==> src/rtl/audio_pkg.sv <==
// Shared audio constants: I2S frame geometry used by the transmitter and its helpers.
package audio_pkg;

   localparam int SAMPLE_W   = 16;
   localparam int FRAME_BITS = 2 * SAMPLE_W;
   localparam int K_W        = $clog2(FRAME_BITS);

   // Bit-counter value at which a new frame is loaded (one-bit I2S delay after k=0).
   localparam logic [K_W-1:0] LOAD_K = K_W'(1);

   function automatic logic [FRAME_BITS-1:0] pack_frame(input logic [SAMPLE_W-1:0] left,
                                                        input logic [SAMPLE_W-1:0] right);
      return {left, right};
   endfunction

endpackage

==> src/rtl/audio_bclk_div.sv <==
// BCLK generator: toggles bclk every BCLK_DIV clks and flags the cycle whose edge drops bclk.
module audio_bclk_div #(
   parameter int BCLK_DIV = 4
) (
   input  logic clk,
   input  logic rst_n,
   output logic bclk,
   output logic fall_stb
);

   localparam int CW = (BCLK_DIV > 2) ? $clog2(BCLK_DIV) : 1;

   logic [CW-1:0] cnt;
   logic          at_end;

   assign at_end = (cnt == CW'(BCLK_DIV - 1));

   always_ff @(posedge clk or negedge rst_n) begin
      if (!rst_n) begin
         cnt  <= '0;
         bclk <= 1'b0;
      end else if (at_end) begin
         cnt  <= '0;
         bclk <= ~bclk;
      end else begin
         cnt  <= cnt + CW'(1);
      end
   end

   // High during the cycle whose closing edge takes bclk 1->0; consumers update on that edge.
   assign fall_stb = at_end & bclk;

endmodule

==> src/rtl/audio_i2s_tx.sv <==
// I2S transmitter: one-pair holding register feeding a 32-bit MSB-first shift register.
module audio_i2s_tx
   import audio_pkg::*;
#(
   parameter int BCLK_DIV = 4,
   parameter int W        = 16
) (
   input  logic         clk,
   input  logic         rst_n,
   input  logic [W-1:0] in_left,
   input  logic [W-1:0] in_right,
   input  logic         in_valid,
   output logic         in_ready,
   output logic         i2s_bclk,
   output logic         i2s_lrclk,
   output logic         i2s_sdata,
   output logic         underrun
);

   logic                  fall_stb;
   logic [K_W-1:0]        k;
   logic [K_W-1:0]        k_next;
   logic [FRAME_BITS-1:0] shreg;
   logic [FRAME_BITS-1:0] load_frame;
   logic [W-1:0]          hold_left;
   logic [W-1:0]          hold_right;
   logic                  hold_full;
   logic                  load;
   logic                  accept;

   audio_bclk_div #(.BCLK_DIV(BCLK_DIV)) u_bclk_div (
      .clk      (clk),
      .rst_n    (rst_n),
      .bclk     (i2s_bclk),
      .fall_stb (fall_stb)
   );

   assign k_next     = k + K_W'(1);
   assign load       = fall_stb && (k_next == LOAD_K);
   assign in_ready   = ~hold_full;
   assign accept     = in_valid && in_ready;
   assign load_frame = hold_full ? pack_frame(hold_left, hold_right) : '0;

   always_ff @(posedge clk or negedge rst_n) begin
      if (!rst_n) begin
         k         <= '1;
         i2s_lrclk <= 1'b1;
         i2s_sdata <= 1'b0;
         shreg     <= '0;
         underrun  <= 1'b0;
      end else begin
         underrun <= load && !hold_full;
         if (fall_stb) begin
            k         <= k_next;
            i2s_lrclk <= (k_next >= K_W'(SAMPLE_W));
            // On load the frame MSB goes straight to the pin; the rest queues behind it.
            if (load) begin
               i2s_sdata <= load_frame[FRAME_BITS-1];
               shreg     <= {load_frame[FRAME_BITS-2:0], 1'b0};
            end else begin
               i2s_sdata <= shreg[FRAME_BITS-1];
               shreg     <= {shreg[FRAME_BITS-2:0], 1'b0};
            end
         end
      end
   end

   // A pair offered on an underrun load cycle lands in the freshly emptied register.
   always_ff @(posedge clk or negedge rst_n) begin
      if (!rst_n) begin
         hold_full  <= 1'b0;
         hold_left  <= '0;
         hold_right <= '0;
      end else if (accept) begin
         hold_full  <= 1'b1;
         hold_left  <= in_left;
         hold_right <= in_right;
      end else if (load) begin
         hold_full  <= 1'b0;
      end
   end

endmodule

==> config.mk <==
export PLATFORM = sky130hd
export DESIGN_NAME = audio_i2s_tx
export DESIGN_NICKNAME = d
export VERILOG_FILES = /design/src/rtl/audio_pkg.sv /design/src/rtl/audio_bclk_div.sv /design/src/rtl/audio_i2s_tx.sv
export SDC_FILE = /design/constraint.sdc
export NUM_CORES = 1
export LEC_CHECK = 0
export BUFFER_PORTS_ARGS = -buffer_cell sky130_fd_sc_hd__buf_2
export CAP_MARGIN = 20
export CORE_ASPECT_RATIO = 0.7
export CORE_MARGIN = 2
export CORE_UTILIZATION = 35
export DETAILED_ROUTE_END_ITERATION = 12
export PLACE_DENSITY_LB_ADDON = 0.25
export SLEW_MARGIN = 25
export SYNTH_ARGS = -nofsm -noshare
export SYNTH_HDL_FRONTEND = slang
export SYNTH_SLANG_ARGS = --single-unit
==> constraint.sdc <==
create_clock -name clk -period 1.6 [get_ports clk]
set_input_delay 0.4 -clock clk [delete_from_list [all_inputs] [get_ports clk]]
set_output_delay 0.4 -clock clk [all_outputs]
set_load 0.005 [all_outputs]
# [Yosys cells after proc, flatten, opt, wreduce, memory -nomap -nowiden]
# Cells that the tools add are included.
[totals] input_bits=35 output_inout_bits=5 regBits=76
[op_classes] order_cmp=1 add_sub_neg=2 reduce_logical=5 n_eq_ne=2 bitwise=3 mux=6
[op_table] cell="32-bit 2-to-1 mux" n=2
[op_table] cell="5-bit by 1-bit adder with 5-bit output (second input constant)" n=1
[op_table] cell="5-bit by 1-bit == test with 1-bit output (second input constant)" n=1
[op_table] cell="5-bit greater-or-equal comparator (second input constant)" n=1
[op_table] cell="1-bit logical AND" n=3
[op_table] cell="1-bit 2-to-1 mux" n=3
[op_table] cell="2-bit by 1-bit adder with 2-bit output (second input constant)" n=1
[op_table] cell="2-bit == test (second input constant)" n=1
[op_table] cell="2-bit 2-to-1 mux" n=1
[op_table] cell="1-bit NOT" n=2
[op_table] cell="2-bit nonzero test" n=1
[op_table] cell="1-bit AND" n=1
[op_table] cell="1-bit logical NOT" n=1

# [Logic depth before layout (Yosys ltp)]
# Gate-level depths: netlist of run 1.
[logic_depth] depth_word=5 depth_mapped=6 ltp_nobuf=5

# [Cells and area by module]
# A second synthesis of run 1 with hierarchy kept.
[hier_totals] hier_cells=215 hier_area_um2=3045.4
[modules_own_cells] module="audio_i2s_tx" area_per_inst_um2=2937.8 instances=1 seq_area_each_um2=1783.0 cells_per_inst=208
[modules_own_cells] module="audio_bclk_div" area_per_inst_um2=107.6 instances=1 seq_area_each_um2=75.1 cells_per_inst=7

# [Worst setup path before layout of run 1]
# Ideal clock, no wire load.
[synth_timing] path_type="register -> register" startpoint="register k[0]" endpoint="register shreg[21]" path_stages_with_launch=7 slack_ps=-76 arrival_ps=1549 required_ps=1474 path_cell_list="dfstp_2 ha_1 nand3_1 xor2_2 nand4_4 buf_8 mux2i_1"
[synth_between] elab_chain_cells=4
[synth_rtl] element="start: declaration" line="audio_i2s_tx.sv:21" source="logic [K_W-1:0] k;"
[synth_rtl] element="start signal: assignment" line="audio_i2s_tx.sv:54" source="k <= k_next;"
[synth_rtl] element="5-bit by 1-bit adder with 5-bit output" line="audio_i2s_tx.sv:38" source="assign k_next = k + K_W'(1);"
[synth_rtl] element="5-bit by 1-bit == test with 1-bit output" line="audio_i2s_tx.sv:39" source="assign load = fall_stb && (k_next == LOAD_K);"
[synth_rtl] element="1-bit logical AND" line="audio_i2s_tx.sv:39"
[synth_rtl] element="32-bit 2-to-1 mux" line="audio_i2s_tx.sv:57" source="if (load) begin"
[synth_rtl] element="end signal: assignment" line="audio_i2s_tx.sv:59" source="shreg <= {load_frame[FRAME_BITS-2:0], 1'b0};"
[synth_rtl] element="end signal: assignment" line="audio_i2s_tx.sv:62" source="shreg <= {shreg[FRAME_BITS-2:0], 1'b0};"
[synth_rtl] element="end: declaration" line="audio_i2s_tx.sv:23" source="logic [FRAME_BITS-1:0] shreg;"
# Every way passes these cells.
# A chain may end at the register's enable or synchronous reset.

# [Final worst setup path of run 1]
[layout_timing] startpoint="register k[1]" endpoint="register shreg[13]"
# Same word-level chain as after synthesis.

==> results_dict.tcl, run 1 <==
set metrics [dict create \
    die_height_um 85.3 \
    grt_overflow_total 0 \
    power_frac_seq_pct 48.7 \
    netlist-cell-type-count 26 \
    clk_latency_ns 0.33 \
    share_of_cells_above_drive_strength_1_pct 37.6 \
    number_of_detailed_route_iterations_in_the_first_pass 4 \
    power.share.combinational_pct 16.6 \
    ctsHtreeMaxLevel 3 \
    hold_viol 0 \
    synth_top_area_cell "sky130_fd_sc_hd__dfrtp_1" \
    clock-root-buffer "sky130_fd_sc_hd__clkbuf_16" \
    total_routing_resource_utilization_after_global_routing_pct 13.6 \
    yosys_warnings 0 \
    post_drt_via_cell_ratio 4.63 \
    detail_route.wl_per_cell_um 14.4 \
    filler_cell_count 850 \
    setup_violations 31 \
    vias 1990 \
    cts-buffers-inserted 9 \
    total_power_mw 5.60 \
    gp_congestion 0.731 \
    number_of_sinks_handled_by_clock_tree_synthesis 74 \
    final_max_slew_viol_count 0 \
    net-switching-power_mw 1.39 \
    port_buffers 39 \
    setup_ws_ns -0.0869 \
    final_cell_mix "69 x sky130_fd_sc_hd__dfrtp_1, 62 x sky130_fd_sc_hd__mux2i_1, 38 x sky130_fd_sc_hd__buf_2" \
    intPower_mw 4.21 \
    synthesis.area_per_instance_um2 13.3 \
    min_period_ns 1.69 \
    slowest_delay_ns 0.56 \
    power_density_over_the_cells_mw_per_mm2 1360 \
    layout.cells.most_common "sky130_fd_sc_hd__dfrtp_1" \
    max-vdd-ir-drop_mv 0.795 \
    power.clock.fraction_pct 34.7 \
    final-instance-count-excl-fill 430 \
    die-width_um 120 \
    status "complete, but fails checks" \
    unrepaired_setup_endpoints_after_global_routing "yes" \
    crit_family "flip-flops" \
    worst_setup_path_start_kind "register" \
    worst_tran_pin_value_ns 0.401 \
    drt_iter0_markers 63 \
    netSwitchingFraction_pct 24.8 \
    netlist_instances 248 \
    place_inst 412 \
    critPathSlowestCell "sky130_fd_sc_hd__dfstp_2" \
    ant_diodes 0 \
    hold_slack_ns 0.0668 \
    cts_hold_buf 0 \
    dp_slack_ns -0.101 \
    holdCritPathClass "input port to asynchronous set/reset pin" \
    violations "setup timing" \
    coreArea_mm2 0.00911 \
    final.setup_skew_ns 0.00262 \
    wl_um 6210 \
    cts.path.max_buffers 2 \
    grt_first_pass_wirelength_um 10500 \
    grt_antenna_before_repair 0 \
    critPathKind "register to register" \
    leakagePower_nw 2.09 \
    remaining_antenna_violation_count_after_routing 0 \
    yosysSeqAreaShare_pct 56.2 \
    cts_tree "yes" \
    yosys_register_bits 74 \
    detailedPlacementHpwl_um 3920 \
    timing.max_cap.violations 0 \
    path_buf_inv 2 \
    crit_path_max_fanout 9 \
    vias_in_the_first_global_route 2101 \
    io-pin-count 40 \
    design.die.area_mm2 0.0103 \
    max_freq_mhz 593 \
    cell_row_count 29 \
    ys_top_cells_by_area "sky130_fd_sc_hd__dfrtp_1 52%, sky130_fd_sc_hd__mux2i_1 19%, sky130_fd_sc_hd__mux2_2 11%, sky130_fd_sc_hd__nand2_1 4.2%, sky130_fd_sc_hd__dfstp_2 4.0%" \
    slew-limit-headroom_pct 73.3 \
    timing.critical_path.cells "buf_6, a21bo_1, a41o_1, nand4_4, clkbuf_16, mux2i_1" \
    grt_max_degree 75 \
    synthesis.area_mm2 0.00331 \
    initial_core_util_pct 36.3 \
    setup_tns_ns -2.05 \
    timing.critical_path.to_type "register" \
    fin_crit_sh_pct 105 \
    mapped_nets 286 \
    worst_setup_hold_path_clk_slew_ns 0.05 \
    cp_data_required_time_ns 1.81 \
    synth.top_cell.area_share_pct 52.2 \
    syn2layout_area_growth_pct 24.5 \
    nNetsFinal 340 \
    post-route-drc-count 0 \
    worstPathArrival_ns 1.90 \
]
[cell usage after synthesis]
master	instances
sky130_fd_sc_hd__dfrtp_1	69
sky130_fd_sc_hd__mux2i_1	62
sky130_fd_sc_hd__nand2_1	37
sky130_fd_sc_hd__mux2_2	32
sky130_fd_sc_hd__buf_2	9
sky130_fd_sc_hd__dfstp_2	5
sky130_fd_sc_hd__clkbuf_1	3
sky130_fd_sc_hd__ha_1	3
sky130_fd_sc_hd__inv_1	3
sky130_fd_sc_hd__xnor2_1	3
sky130_fd_sc_hd__buf_8	2
sky130_fd_sc_hd__nand4_1	2
sky130_fd_sc_hd__nor2_1	2
sky130_fd_sc_hd__nor3_1	2
sky130_fd_sc_hd__o21ai_0	2
sky130_fd_sc_hd__xor2_1	2
sky130_fd_sc_hd__a21bo_1	1
sky130_fd_sc_hd__a21o_2	1
sky130_fd_sc_hd__a41o_1	1
sky130_fd_sc_hd__and2_1	1
sky130_fd_sc_hd__buf_12	1
sky130_fd_sc_hd__nand3_1	1
sky130_fd_sc_hd__nand3b_1	1
sky130_fd_sc_hd__nand4_4	1
sky130_fd_sc_hd__nor2b_1	1
sky130_fd_sc_hd__xor2_2	1
[routing by layer]
metal | share of wire [%] | vias to the layer above | global-route usage [%]
li1 | - | 965 | -
met1 | 51 | 969 | 19.0
met2 | 42 | 49 | 18.6
met3 | 5.9 | 7 | 6.45
met4 | 1.2 | 0 | 3.85
met5 | 0 | - | 0
[power by group through the flow]
stage / logic [mW] / registers (mW) / clock network [mW]
finish: 0.930 / 2.73 / 1.94
global route: 1.05 / 2.80 / 2.09
CTS: 0.950 / 2.73 / 2.01
detailed placement: 0.943 / 2.76 / 0
global placement: 0.919 / 2.74 / 0
floorplan: 0.735 / 2.64 / 0
[sequential cells by signal, summed over array words and instances (netlist names)]
register / flops
shreg: 31
u_bclk_div.bclk: 1
i2s_lrclk: 1
hold_right: 16
i2s_sdata: 1
hold_left: 16
u_bclk_div.cnt: 2
underrun: 1
k: 4
hold_full: 1
[repair_timing]
item | CTS | global route
pin swaps | 3 | 0
gates cloned | 1 | 0
gates resized for setup | 5 | 4
buffers inserted | 2 | 0
endpoints found under the setup margin | 31 | 32
[worst paths after layout]
| kind | start | endpoint | slack, ns | depth (start not counted) |
|---|---|---|---|---|
| worst min register to register | u_bclk_div.cnt[0] | u_bclk_div.cnt[0] | 0.42 | 1 |
| max in group asynchronous | rst_n | k[0] | 1.17 | 2 |
| min in group clk | in_right[9] | hold_right[9] | 0.30 | 2 |
| worst max-delay path | k[1] | shreg[13] | -0.09 | 6 |
| worst max register to register | k[1] | shreg[13] | -0.09 | 6 |
| worst min-delay path | rst_n | hold_right[0] | 0.07 | 2 |
[cells by family (layout without fill, tap and decap cells)]
family,Yosys count,after routing,share of synthesized area [%]
buffers and inverters,18,76,3.56
AOI/OAI and AO/OA,5,5,1.17
adders and majority gates,3,3,1.13
muxes,94,94,29.7
xor gates and xnor gates,6,6,1.82
and+or+nand+nor,48,48,6.51
DFF,74,74,56.2
[per-stage QoR]
stage	cell area [um2]	utilization, %
global route	4120	45.2
CTS	4110	45.1
detailed placement	3760	41.3
finish	4120	45.2
floorplan	3330	-
global placement	3760	41.3
[cell type report]
type	instances	area, um2	share of cell area [%]
Clock buffer	12	246	5.98
Clock inverter	3	40.0	0.972
Inverter	3	11.3	0.273
Multi-Input combinational cell	156	1380	33.4
Sequential cell	74	1860	45.1
Tap cell	124	155	3.77
Timing Repair Buffer	58	430	10.4
No activity file was read; power rests on OpenSTA's default activity.
==> run 2: changes to the inputs <==
--- a/config.mk
+++ b/config.mk
@@ -5,7 +5,7 @@
 export SDC_FILE = /design/constraint.sdc
 export NUM_CORES = 1
 export LEC_CHECK = 0
-export BUFFER_PORTS_ARGS = -buffer_cell sky130_fd_sc_hd__buf_2
+export BUFFER_PORTS_ARGS = -buffer_cell sky130_fd_sc_hd__clkbuf_2
 export CAP_MARGIN = 20
 export CORE_ASPECT_RATIO = 0.7
 export CORE_MARGIN = 2
==> results_dict.tcl, run 2 (synthesis results as in run 1) <==
set metrics [dict create \
    status "complete, but fails checks" \
    violations "setup timing" \
    multi_input_comb_area_mm2 0.00138 \
    setup_ws_ns -0.0533 \
    critPathKind "register to register" \
    final.setup_skew_ns 0.00313 \
    power_density_over_the_cells_mw_per_mm2 1370 \
    total_routing_resource_utilization_after_global_routing_pct 13.2 \
    unrepaired_setup_endpoints_after_global_routing "yes" \
    filler_cell_count 852 \
    cts.path.max_buffers 2 \
    hold_viol 0 \
    max-vdd-ir-drop_mv 0.606 \
    cp_data_required_time_ns 1.85 \
    detailedPlacementHpwl_um 3850 \
    largest_registers "shreg (31), hold_left (16), hold_right (16)" \
    nNetsFinal 340 \
    cts-buffers-inserted 9 \
    crit_path_max_fanout 8 \
    grt_overflow_total 0 \
    worst_setup_hold_path_clk_slew_ns 0.05 \
    remaining_antenna_violation_count_after_routing 0 \
    slowest_delay_ns 0.57 \
    number_of_detailed_route_iterations_in_the_first_pass 3 \
    post-route-drc-count 0 \
    utilization_pct 45.5 \
    hold_slack_ns 0.0517 \
    syn2layout_area_growth_pct 25.3 \
    clock-root-buffer "sky130_fd_sc_hd__clkbuf_16" \
    worst_tran_pin_value_ns 0.421 \
    wl_um 6020 \
    final_cell_mix "69 x sky130_fd_sc_hd__dfrtp_1, 62 x sky130_fd_sc_hd__mux2i_1, 38 x sky130_fd_sc_hd__clkbuf_2" \
    min_period_ns 1.65 \
    vias_in_the_first_global_route 2060 \
    final_max_slew_viol_count 0 \
    place_inst 414 \
    worstPathArrival_ns 1.91 \
    fin_crit_sh_pct 103 \
    grt_first_pass_wirelength_um 10200 \
    post_drt_via_cell_ratio 4.63 \
    layout.area.seq_mm2 0.00186 \
    die_height_um 85.3 \
    max_freq_mhz 605 \
    most_flops_register "shreg" \
    cell_row_count 29 \
    crit_family "flip-flops" \
    grt_antenna_before_repair 0 \
    io-pin-count 40 \
    clk_latency_ns 0.33 \
    share_of_cells_above_drive_strength_1_pct 37.9 \
    setup_violations 31 \
    worst_setup_path_start_kind "register" \
    drt_iter0_markers 87 \
    dp_slack_ns -0.0657 \
    ctsHtreeMaxLevel 3 \
    path_buf_inv 1 \
    ant_diodes 0 \
    cts_tree "yes" \
    grt_max_degree 75 \
    gp_congestion 0.673 \
    layout.cells.most_common "sky130_fd_sc_hd__dfrtp_1" \
    final-instance-count-excl-fill 430 \
    coreArea_mm2 0.00911 \
    timing.critical_path.cells "ha_4, nor3_1, a41o_1, nand4_4, buf_8, mux2i_1" \
    leakagePower_nw 2.10 \
    holdCritPathClass "input port to asynchronous set/reset pin" \
    slew-limit-headroom_pct 72.0 \
    vias 1993 \
    initial_core_util_pct 36.3 \
    timing.max_cap.violations 0 \
    largest_register_ffs 31 \
    place_area_mm2 0.00379 \
    post-route-cell-area_mm2 0.00414 \
    critPathSlowestCell "sky130_fd_sc_hd__dfstp_2" \
    timing.critical_path.to_type "register" \
    design.die.area_mm2 0.0103 \
    die-width_um 120 \
    number_of_sinks_handled_by_clock_tree_synthesis 74 \
    port_buffers 39 \
    detail_route.wl_per_cell_um 14.0 \
]
-- run 2: cell count changes in the layout (fill, tap and decap cells not counted), moves of 2 or more --
cell,change
sky130_fd_sc_hd__buf_2,-38
sky130_fd_sc_hd__clkbuf_8,+2
sky130_fd_sc_hd__buf_8,+2
sky130_fd_sc_hd__clkbuf_2,+38
-- run 2: metal layers --
layer  track usage, %  vias to the layer above  wire, um
met3             6.12                       10       333
met1             17.7                      982      2970
met2             18.5                       35      2630
met5                0                        -         0
li1                 -                      966         -
met4             4.81                        0        85
-- run 2: where the power goes --
part	switching (mW)	internal, mW
sequential	0.298	2.42
clock	0.719	1.32
combinational	0.375	0.562
total	1.39	4.30
-- run 2: stage by stage --
step / power, mW / TNS [ns]
final: 5.69 / -1.24
after floorplan: 3.37 / 0
after global routing: 6.04 / -3.06
after detailed placement: 3.70 / -1.29
after CTS: 5.80 / -0.875
after global placement: 3.67 / -0.636
-- run 2: timing repair --
item / 4_1_cts / 5_1_grt
hold buffers: 0 / 0
pin swaps: 2 / 3
resized for setup: 8 / 2
setup endpoints to repair: 31 / 33
setup buffers: 1 / 0
-- run 2: path summary, 6_finish.rpt --
path	startpoint	endpoint	slack, ns	depth (start not counted)
max	k[1]	shreg[2]	-0.05	6
min	rst_n	u_bclk_div.bclk	0.05	2
max reg2reg	k[1]	shreg[2]	-0.05	6
min reg2reg	u_bclk_div.cnt[0]	u_bclk_div.cnt[0]	0.43	1
max in group asynchronous	rst_n	i2s_lrclk	1.16	2
min in group clk	in_left[9]	hold_left[9]	0.29	2
-- run 2: final cells by class --
| type | instances | share of cell area [%] |
|---|---|---|
| inverter | 3 | 0.272 |
| tap | 124 | 3.74 |
| multi-input combinational | 156 | 33.2 |
| timing repair buffer | 58 | 10.5 |
| clock inverter | 2 | 0.845 |
| clock buffer | 13 | 6.52 |
| sequential | 74 | 44.8 |
